<file path="src/rtl/kbd_ascii_fifo_if.sv">
// Keyboard ASCII FIFO bus: decoder push side, CPU show-ahead read side,
// and status/overflow reporting. The master modport is the side that
// drives keys and pops (decoder + CPU); the slave modport is the FIFO.
interface kbd_ascii_fifo_if #(
    parameter int unsigned DEPTH = 16,
    parameter int unsigned AW    = 4
);
    logic          new_key;
    logic [7:0]    ascii_key;
    logic          rd_en;
    logic          ovf_clr;
    logic [7:0]    rd_data;
    logic          empty;
    logic          full;
    logic [AW:0]   count;
    logic          overflow;
    logic [7:0]    drop_cnt;

    modport master (
        output new_key,
        output ascii_key,
        output rd_en,
        output ovf_clr,
        input  rd_data,
        input  empty,
        input  full,
        input  count,
        input  overflow,
        input  drop_cnt
    );

    modport slave (
        input  new_key,
        input  ascii_key,
        input  rd_en,
        input  ovf_clr,
        output rd_data,
        output empty,
        output full,
        output count,
        output overflow,
        output drop_cnt
    );
endinterface

</file>
<file path="src/rtl/kbd_ascii_fifo.sv">
// kbd_ascii_fifo: buffers ASCII characters from the keyboard decoder for
// MMIO reads by the CPU. Zero codes are discarded, pushes into a full FIFO
// are dropped and flagged with a sticky overflow bit.
// Read port is show-ahead: rd_data always shows the head (0 when empty).
// Optional feature macro: KBD_FIFO_DROP_CNT_EN builds a saturating 8-bit
// dropped-character counter; without it drop_cnt reads as zero.
module kbd_ascii_fifo #(
    parameter int unsigned DEPTH = 16,
    parameter int unsigned AW    = 4
) (
    input  logic                  clk,
    input  logic                  clr,
    kbd_ascii_fifo_if.slave       bus
);

    localparam logic [AW:0] FULL_CNT = (AW + 1)'(DEPTH);

    // Storage and pointers
    logic [7:0]    mem_q [DEPTH];
    logic [AW-1:0] wr_ptr_q, wr_ptr_d;
    logic [AW-1:0] rd_ptr_q, rd_ptr_d;
    logic [AW:0]   count_q,  count_d;
    logic          overflow_q, overflow_d;

    // Request decode
    logic          empty;
    logic          full;
    logic          push_req;
    logic          pop_req;
    logic          push_ok;
    logic          drop;
    logic          mem_we;

    assign empty    = (count_q == '0);
    assign full     = (count_q == FULL_CNT);
    assign push_req = bus.new_key & (bus.ascii_key != 8'h00);
    assign pop_req  = bus.rd_en & ~empty;
    // A full FIFO still accepts a push when the head leaves in the same cycle.
    assign push_ok  = push_req & (~full | pop_req);
    assign drop     = push_req & full & ~pop_req;
    assign mem_we   = push_ok & ~clr;

    // Next-state for pointers, occupancy and the sticky overflow flag
    always_comb begin
        wr_ptr_d   = wr_ptr_q;
        rd_ptr_d   = rd_ptr_q;
        count_d    = count_q;
        overflow_d = overflow_q;

        if (push_ok) begin
            wr_ptr_d = wr_ptr_q + 1'b1;
        end
        if (pop_req) begin
            rd_ptr_d = rd_ptr_q + 1'b1;
        end

        unique case ({push_ok, pop_req})
            2'b10:   count_d = count_q + 1'b1;
            2'b01:   count_d = count_q - 1'b1;
            default: count_d = count_q;
        endcase

        // A new drop takes priority over a coincident clear request.
        if (drop) begin
            overflow_d = 1'b1;
        end else if (bus.ovf_clr) begin
            overflow_d = 1'b0;
        end
    end

    // Control registers with synchronous reset
    always_ff @(posedge clk) begin
        if (clr) begin
            wr_ptr_q   <= '0;
            rd_ptr_q   <= '0;
            count_q    <= '0;
            overflow_q <= 1'b0;
        end else begin
            wr_ptr_q   <= wr_ptr_d;
            rd_ptr_q   <= rd_ptr_d;
            count_q    <= count_d;
            overflow_q <= overflow_d;
        end
    end

    // Character storage; contents survive reset, a push during reset is discarded
    always_ff @(posedge clk) begin
        if (mem_we) begin
            mem_q[wr_ptr_q] <= bus.ascii_key;
        end
    end

`ifdef KBD_FIFO_DROP_CNT_EN
    logic [7:0] drop_cnt_q, drop_cnt_d;

    // Saturating drop counter; a drop coinciding with a clear restarts at one
    always_comb begin
        drop_cnt_d = drop_cnt_q;
        if (bus.ovf_clr) begin
            drop_cnt_d = drop ? 8'h01 : 8'h00;
        end else if (drop && (drop_cnt_q != 8'hFF)) begin
            drop_cnt_d = drop_cnt_q + 8'h01;
        end
    end

    // Drop counter register
    always_ff @(posedge clk) begin
        if (clr) begin
            drop_cnt_q <= '0;
        end else begin
            drop_cnt_q <= drop_cnt_d;
        end
    end

    assign bus.drop_cnt = drop_cnt_q;
`else
    assign bus.drop_cnt = '0;
`endif

    // Output mapping; head byte is masked while the FIFO holds nothing
    assign bus.rd_data  = empty ? 8'h00 : mem_q[rd_ptr_q];
    assign bus.empty    = empty;
    assign bus.full     = full;
    assign bus.count    = count_q;
    assign bus.overflow = overflow_q;

endmodule

</file>
<file path="src/flat_wrapper.sv">
// flat-port wrapper written by rule: the top's interface ports become plain ports
module kbd_ascii_fifo_flat 
#(
    parameter int unsigned DEPTH = 16,
    parameter int unsigned AW    = 4
)
  (clk, clr, bus_new_key, bus_ascii_key, bus_rd_en, bus_ovf_clr, bus_rd_data, bus_empty, bus_full, bus_count, bus_overflow, bus_drop_cnt);
  kbd_ascii_fifo_if #(.DEPTH(DEPTH), .AW(AW)) bus_i ();
  input  logic clk;
  input  logic clr;
  input wire logic [$bits(bus_i.new_key)-1:0] bus_new_key;
  input wire logic [$bits(bus_i.ascii_key)-1:0] bus_ascii_key;
  input wire logic [$bits(bus_i.rd_en)-1:0] bus_rd_en;
  input wire logic [$bits(bus_i.ovf_clr)-1:0] bus_ovf_clr;
  output wire logic [$bits(bus_i.rd_data)-1:0] bus_rd_data;
  output wire logic [$bits(bus_i.empty)-1:0] bus_empty;
  output wire logic [$bits(bus_i.full)-1:0] bus_full;
  output wire logic [$bits(bus_i.count)-1:0] bus_count;
  output wire logic [$bits(bus_i.overflow)-1:0] bus_overflow;
  output wire logic [$bits(bus_i.drop_cnt)-1:0] bus_drop_cnt;
  assign bus_i.new_key = bus_new_key;
  assign bus_i.ascii_key = bus_ascii_key;
  assign bus_i.rd_en = bus_rd_en;
  assign bus_i.ovf_clr = bus_ovf_clr;
  assign bus_rd_data = bus_i.rd_data;
  assign bus_empty = bus_i.empty;
  assign bus_full = bus_i.full;
  assign bus_count = bus_i.count;
  assign bus_overflow = bus_i.overflow;
  assign bus_drop_cnt = bus_i.drop_cnt;
  kbd_ascii_fifo #(.DEPTH(DEPTH), .AW(AW)) u_core (.clk(clk), .clr(clr), .bus(bus_i));
endmodule
</file>
<file path="config.mk">
export PLATFORM = sky130hd
export DESIGN_NAME = kbd_ascii_fifo_flat
export DESIGN_NICKNAME = d
export VERILOG_FILES = /design/src/rtl/kbd_ascii_fifo_if.sv /design/src/rtl/kbd_ascii_fifo.sv /design/src/flat_wrapper.sv
export SDC_FILE = /design/constraint.sdc
export NUM_CORES = 1
export LEC_CHECK = 0
export ABC_AREA = 0
export CAP_MARGIN = 20
export CORE_MARGIN = 1
export CORE_UTILIZATION = 60
export DETAILED_ROUTE_END_ITERATION = 7
export GPL_TIMING_DRIVEN = 0
export PLACE_DENSITY_LB_ADDON = 0.12
export REMOVE_ABC_BUFFERS = 1
export SYNTH_ARGS = -nofsm -noshare
export SYNTH_HDL_FRONTEND = slang
export SYNTH_SLANG_ARGS = --single-unit
</file>
<file path="constraint.sdc">
create_clock -name clk -period 5.8 [get_ports clk]
set_clock_uncertainty 0.05 [all_clocks]
set_input_delay 1.74 -clock clk [delete_from_list [all_inputs] [get_ports clk]]
set_output_delay 1.74 -clock clk [all_outputs]
set_load 0.005 [all_outputs]
</file>
---- Yosys cells after proc, flatten, opt, wreduce, memory -nomap -nowiden ----
Memory sizes are Yosys's and may differ from the RTL's. A register that Yosys moved wholly into a read port is not among the register bits.
Cells that the tools add are included.
storage, ports and cells
  memory bits (writable) .................. 128
  bits of input ports ..................... 13
  bits in registers ....................... 14
  memories ................................ 1
  output and inout port bits .............. 24
  word-level logic and storage cells ...... 35
cells by class
  bitwise logic cells ..................... 11
  equal/unequal tests ..................... 3
  reduce and logical (&&, ||, !) cells .... 4
  add/subtract/negate cells ............... 4
  muxes and demuxes ....................... 8
memory list
  memory        depth  bits a word  read ports  clocked after memory_dff  write ports  RTL line              text
  u_core.mem_q  16     8            1           1                         1            kbd_ascii_fifo.sv:19  logic [7:0] mem_q [DEPTH];
operator list
  cell                                                                    count
  5-bit one-hot mux with 2 select lines                                   1
  4-bit by 1-bit adder with 4-bit output (second input constant)          2
  4-bit 2-to-1 mux                                                        2
  8-bit 2-to-1 mux                                                        1
  8-bit nonzero test                                                      1
  1-bit AND                                                               6
  5-bit by 1-bit adder with 5-bit output (second input constant)          1
  5-bit equality test (second input constant)                             1
  5-bit zero test                                                         1
  5-bit by 1-bit subtractor with 5-bit output (second input constant)     1
  1-bit 2-to-1 mux                                                        4
  1-bit inverter                                                          4
  2-bit nonzero test                                                      2
  2-bit by 1-bit equality test with 1-bit output (second input constant)  1
  2-bit equality test (second input constant)                             1
  1-bit bitwise OR                                                        1

---- Longest topological paths before layout ----
  depth after elaboration ................. 8
  gate-level depth with buffers ........... 9
  mapped depth without buffers ............ 9

---- Worst setup path before layout ----
No wires, ideal clock.
  path type ............................... input to register
  from .................................... in bus_ascii_key[0]
  to ...................................... mem u_core.mem_q[0][0] (enable)
  library setup time ...................... 0.383 ns
  data required time ...................... 5.367 ns
  buffers on the path ..................... 1
  path slack .............................. 2.016 ns
  cell stages on the path ................. 6
  arrival time ............................ 3.351 ns
  cell sequence ........................... nor4_1 > a21boi_1 > and2_1 > clkbuf_1 > nand3b_1 > nor3_1
between the ends
  cells in the longest elaborated chain, start to end .. 6
RTL lines
  what                                    RTL line              text
  start: declaration                      flat_wrapper.sv:12    input wire logic [$bits(bus_i.ascii_key)-1:0] bus_ascii_key;
  8-bit nonzero test                      kbd_ascii_fifo.sv:36  assign push_req = bus.new_key & (bus.ascii_key != 8'h00);
  1-bit AND                               kbd_ascii_fifo.sv:36
  1-bit AND                               kbd_ascii_fifo.sv:39  assign push_ok = push_req & (~full | pop_req);
  1-bit AND                               kbd_ascii_fifo.sv:41  assign mem_we = push_ok & ~clr;
  1-bit 2-to-1 mux                        kbd_ascii_fifo.sv:88  if (mem_we) begin
  1-bit 2-to-1 mux (implied by the code)  kbd_ascii_fifo.sv:89  mem_q[wr_ptr_q] <= bus.ascii_key;
  end: declaration                        kbd_ascii_fifo.sv:19
Every way passes these cells.

==> results.toml <==
[global_routing]
antenna_found_initial = 0
grt_pass1_vias = 3010
grt_max_degree = 33
grt_overflow = 0
grt_pass1_wl_mm = 17.9
grt_usage_pct = 25.5

[critical_path]
criticalPathCategory = "reg2out"
cpMostUsedCell = "mux4_2"
worstPathArrival_ps = 3150
crit_chain = "buf_12 > mux4_2 > mux4_2 > nor2b_1 > clkdlybuf4s50_1"
cpPeakStageDelay_ps = 660
end_kind = "output port"
path_max_fanout = 19
worstSetupStartpointType = "flip-flop"
crit_path_top_delay_cell = "dfxtp_2"
critPathRequiredTime_ps = 4010

[timing]
fmax_ghz = 0.202
drv_slew = 0
whs_ps = 461
post-route-period-util_pct = 85.2
max_slew.worst_pin.slew_ps = 1020
max_slew_margin_pct = 31.4
rsz0062_at_grt = "no"
finalHoldViolCount = 0
finalWorstSetupSlack_ps = 857
finalSetupViolCount = 0
final.min_clock_period_ps = 4940
fin_tns_setup_ps = 0

[power_and_ir_drop]
vdd_drop_max_mv = 0.296
power_density_nw_per_um2 = 433
switching_share_pct = 26.3
p_comb_share_pct = 22.4
internal_power_mw = 2.19
leakagePower_nw = 2.26
pwr-share-clk_pct = 35.1
p_seq_share_pct = 42.4
p_switching_mw = 0.781

[clock_tree]
post_cts_buffers = 0
cts_buffers = 17
cts_root_buf = "clkbuf_8"
cts_max_path_buffers = 2
cts_tree = "built"
clkSlewWorstSetupHoldPaths_ps = 60
clock_sinks = 146
cts-resized-gates = 0
clk_latency_ps = 530
cts.htree.levels = 4
hold_buffers = 0

[route]
vias = 2943
ant_nets = 0
postRouteWirelength_mm = 11.6
drtIter0Drc = 246
drtPass1Iterations = 5
viasPerCell = 5.98
wl_per_cell_um = 23.5
drc_errors = 0

[die]
ios = 37
die_h_um = 101
core_um2 = 9420
fp.dieArea_um2 = 10300
num_rows = 35
start_util_pct = 62.9
die_w_um = 101

[cells_and_area]
drive_above_1_share_pct = 22.0
nets = 372
num_antenna_cells = 0
fin_area_um2 = 6870
syn_to_final_growth_pct = 16.0
fillers = 565
finish.utilization_pct = 73.0

[placed_design]
dp_slack_ps = 438
gp_congestion = 0.764
dp_hpwl_mm = 6.94
dpl_cell_area_um2 = 6310
port_buffers = 28

[logic_synthesis]
synthArstFlopShare_pct = 0
synth-main-ff-cell = "edfxtp_1"
syn_avg_cell_area_um2 = 18.9
synth_cell_types = 34
synthCells = 314
synth_seq_cells = 146
synth_edf_count = 128
synth_warnings = 0
synthesis.area_um2 = 5920
yosysSeqAreaShare_pct = 71.0

[run_status]
status = "finished clean"

[run]
cap_violations = 0

[hold_path]
hold_class = "reg2reg"
[metrics by stage]
step | total power, mW | std cells
global route | 3.08 | 492
global placement | 1.94 | 455
detailed placement | 1.96 | 460
finish | 2.97 | 492
CTS | 2.99 | 492
floorplan | 1.68 | 298
[power by group through the flow]
stage          Combinational (mW)  Clock, mW  Sequential (mW)
5_1_grt                     0.725       1.08             1.27
3_5_place_dp                0.671          0             1.29
6_report                    0.667       1.04             1.26
3_3_place_gp                0.615          0             1.32
2_1_floorplan               0.388          0             1.29
4_1_cts                     0.676       1.05             1.26
[synth_stat cells, types with 2 or more instances]
cell type,count,share of area (%)
xor2_1,5,0.74
nand2b_1,2,0.21
mux2i_1,4,0.68
nand2_1,2,0.13
nor2_1,30,1.9
nand3_1,3,0.25
nor3_1,5,0.42
buf_4,12,1.5
a21oi_1,5,0.42
mux2_4,2,0.51
edfxtp_1,128,65
nor4_1,3,0.32
buf_1,4,0.25
nand3b_1,5,0.63
clkbuf_1,6,0.38
mux4_2,40,15
dfxtp_1,18,6.1
nor2b_1,10,1.1
a21o_1,3,0.38
ha_1,8,1.7
inv_1,4,0.25
xnor2_1,3,0.44
[flip-flops by register name, summed over array words and instances, names as in the netlist, named ones only]
name,flops
u_core.mem_q,128
u_core.bus.count,5
u_core.rd_ptr_q,4
u_core.wr_ptr_q,4
u_core.bus.overflow,1
[metal layers]
metal	track usage [%]	part of all wire, %
met5	0	0
met4	10.7	1.2
met3	4.90	5.5
met2	40.5	51
met1	35.4	42
[kinds of logic (layout without fill, tap and decap cells)]
logic type / after synthesis / count (layout) / share of synthesized area [%]
flip-flops: 146 / 146 / 71.0
AND/OR/NAND/NOR: 64 / 64 / 5.43
adder cells (fa/ha/maj): 9 / 9 / 2.03
XOR/XNOR: 8 / 8 / 1.18
other: 1 / 8 / 0.0633
multiplexers: 47 / 47 / 16.6
buffers and inverters: 27 / 69 / 2.49
AO/OA/AOI/OAI: 12 / 12 / 1.27
[cell type report]
type | instances | area, um^2 | area share, %
sequential | 146 | 4210 | 61.2
multi-input combinational | 148 | 1600 | 23.3
clock buffer | 19 | 422 | 6.14
timing repair buffer | 33 | 330 | 4.81
tap | 129 | 161 | 2.35
clock inverter | 13 | 138 | 2.00
inverter | 4 | 15.0 | 0.218
[cell usage in the layout, fill, tap and decap left out, drive strengths merged]
| master | n |
|---|---|
| bufinv | 2 |
| nand2b | 2 |
| and3 | 1 |
| clkdlybuf4s50 | 28 |
| nor4 | 3 |
| edfxtp | 128 |
| dfxtp | 18 |
| and2 | 1 |
| nor3 | 5 |
| mux2 | 3 |
| buf | 5 |
| nor2 | 30 |
| clkbuf | 19 |
| xor2 | 5 |
| xnor2 | 3 |
| a21boi | 1 |
| a21oi | 5 |
| a31oi | 1 |
| ha | 8 |
| fa | 1 |
| or4 | 1 |
| nand3 | 3 |
| nand2 | 2 |
| nand3b | 5 |
| or3 | 1 |
| mux2i | 4 |
| mux4 | 40 |
| clkinvlp | 2 |
| conb | 8 |
| a21o | 3 |
| inv | 5 |
| o21ai | 2 |
| nor2b | 10 |
| clkinv | 8 |
[path summary, 6_finish.rpt]
check | from | to | slack (ps) | depth (start not counted)
worst max-delay path | flip-flop | bus_rd_data[6] | 860 | 5
worst min register to register | u_core.rd_ptr_q[3] | flip-flop | 460 | 2
worst min-delay path | u_core.rd_ptr_q[3] | flip-flop | 460 | 2
worst max register to register | u_core.bus.count[0] | u_core.bus.count[4] | 2760 | 8
[critical path: cells and delay by family, from the launching register on]
family                 cells  cell delay, ps
multiplexers               2            1060
buffers and inverters      2             740
flip-flops                 1             660
AND/OR/NAND/NOR            1             150
Power figures use the tool's default switching activity.
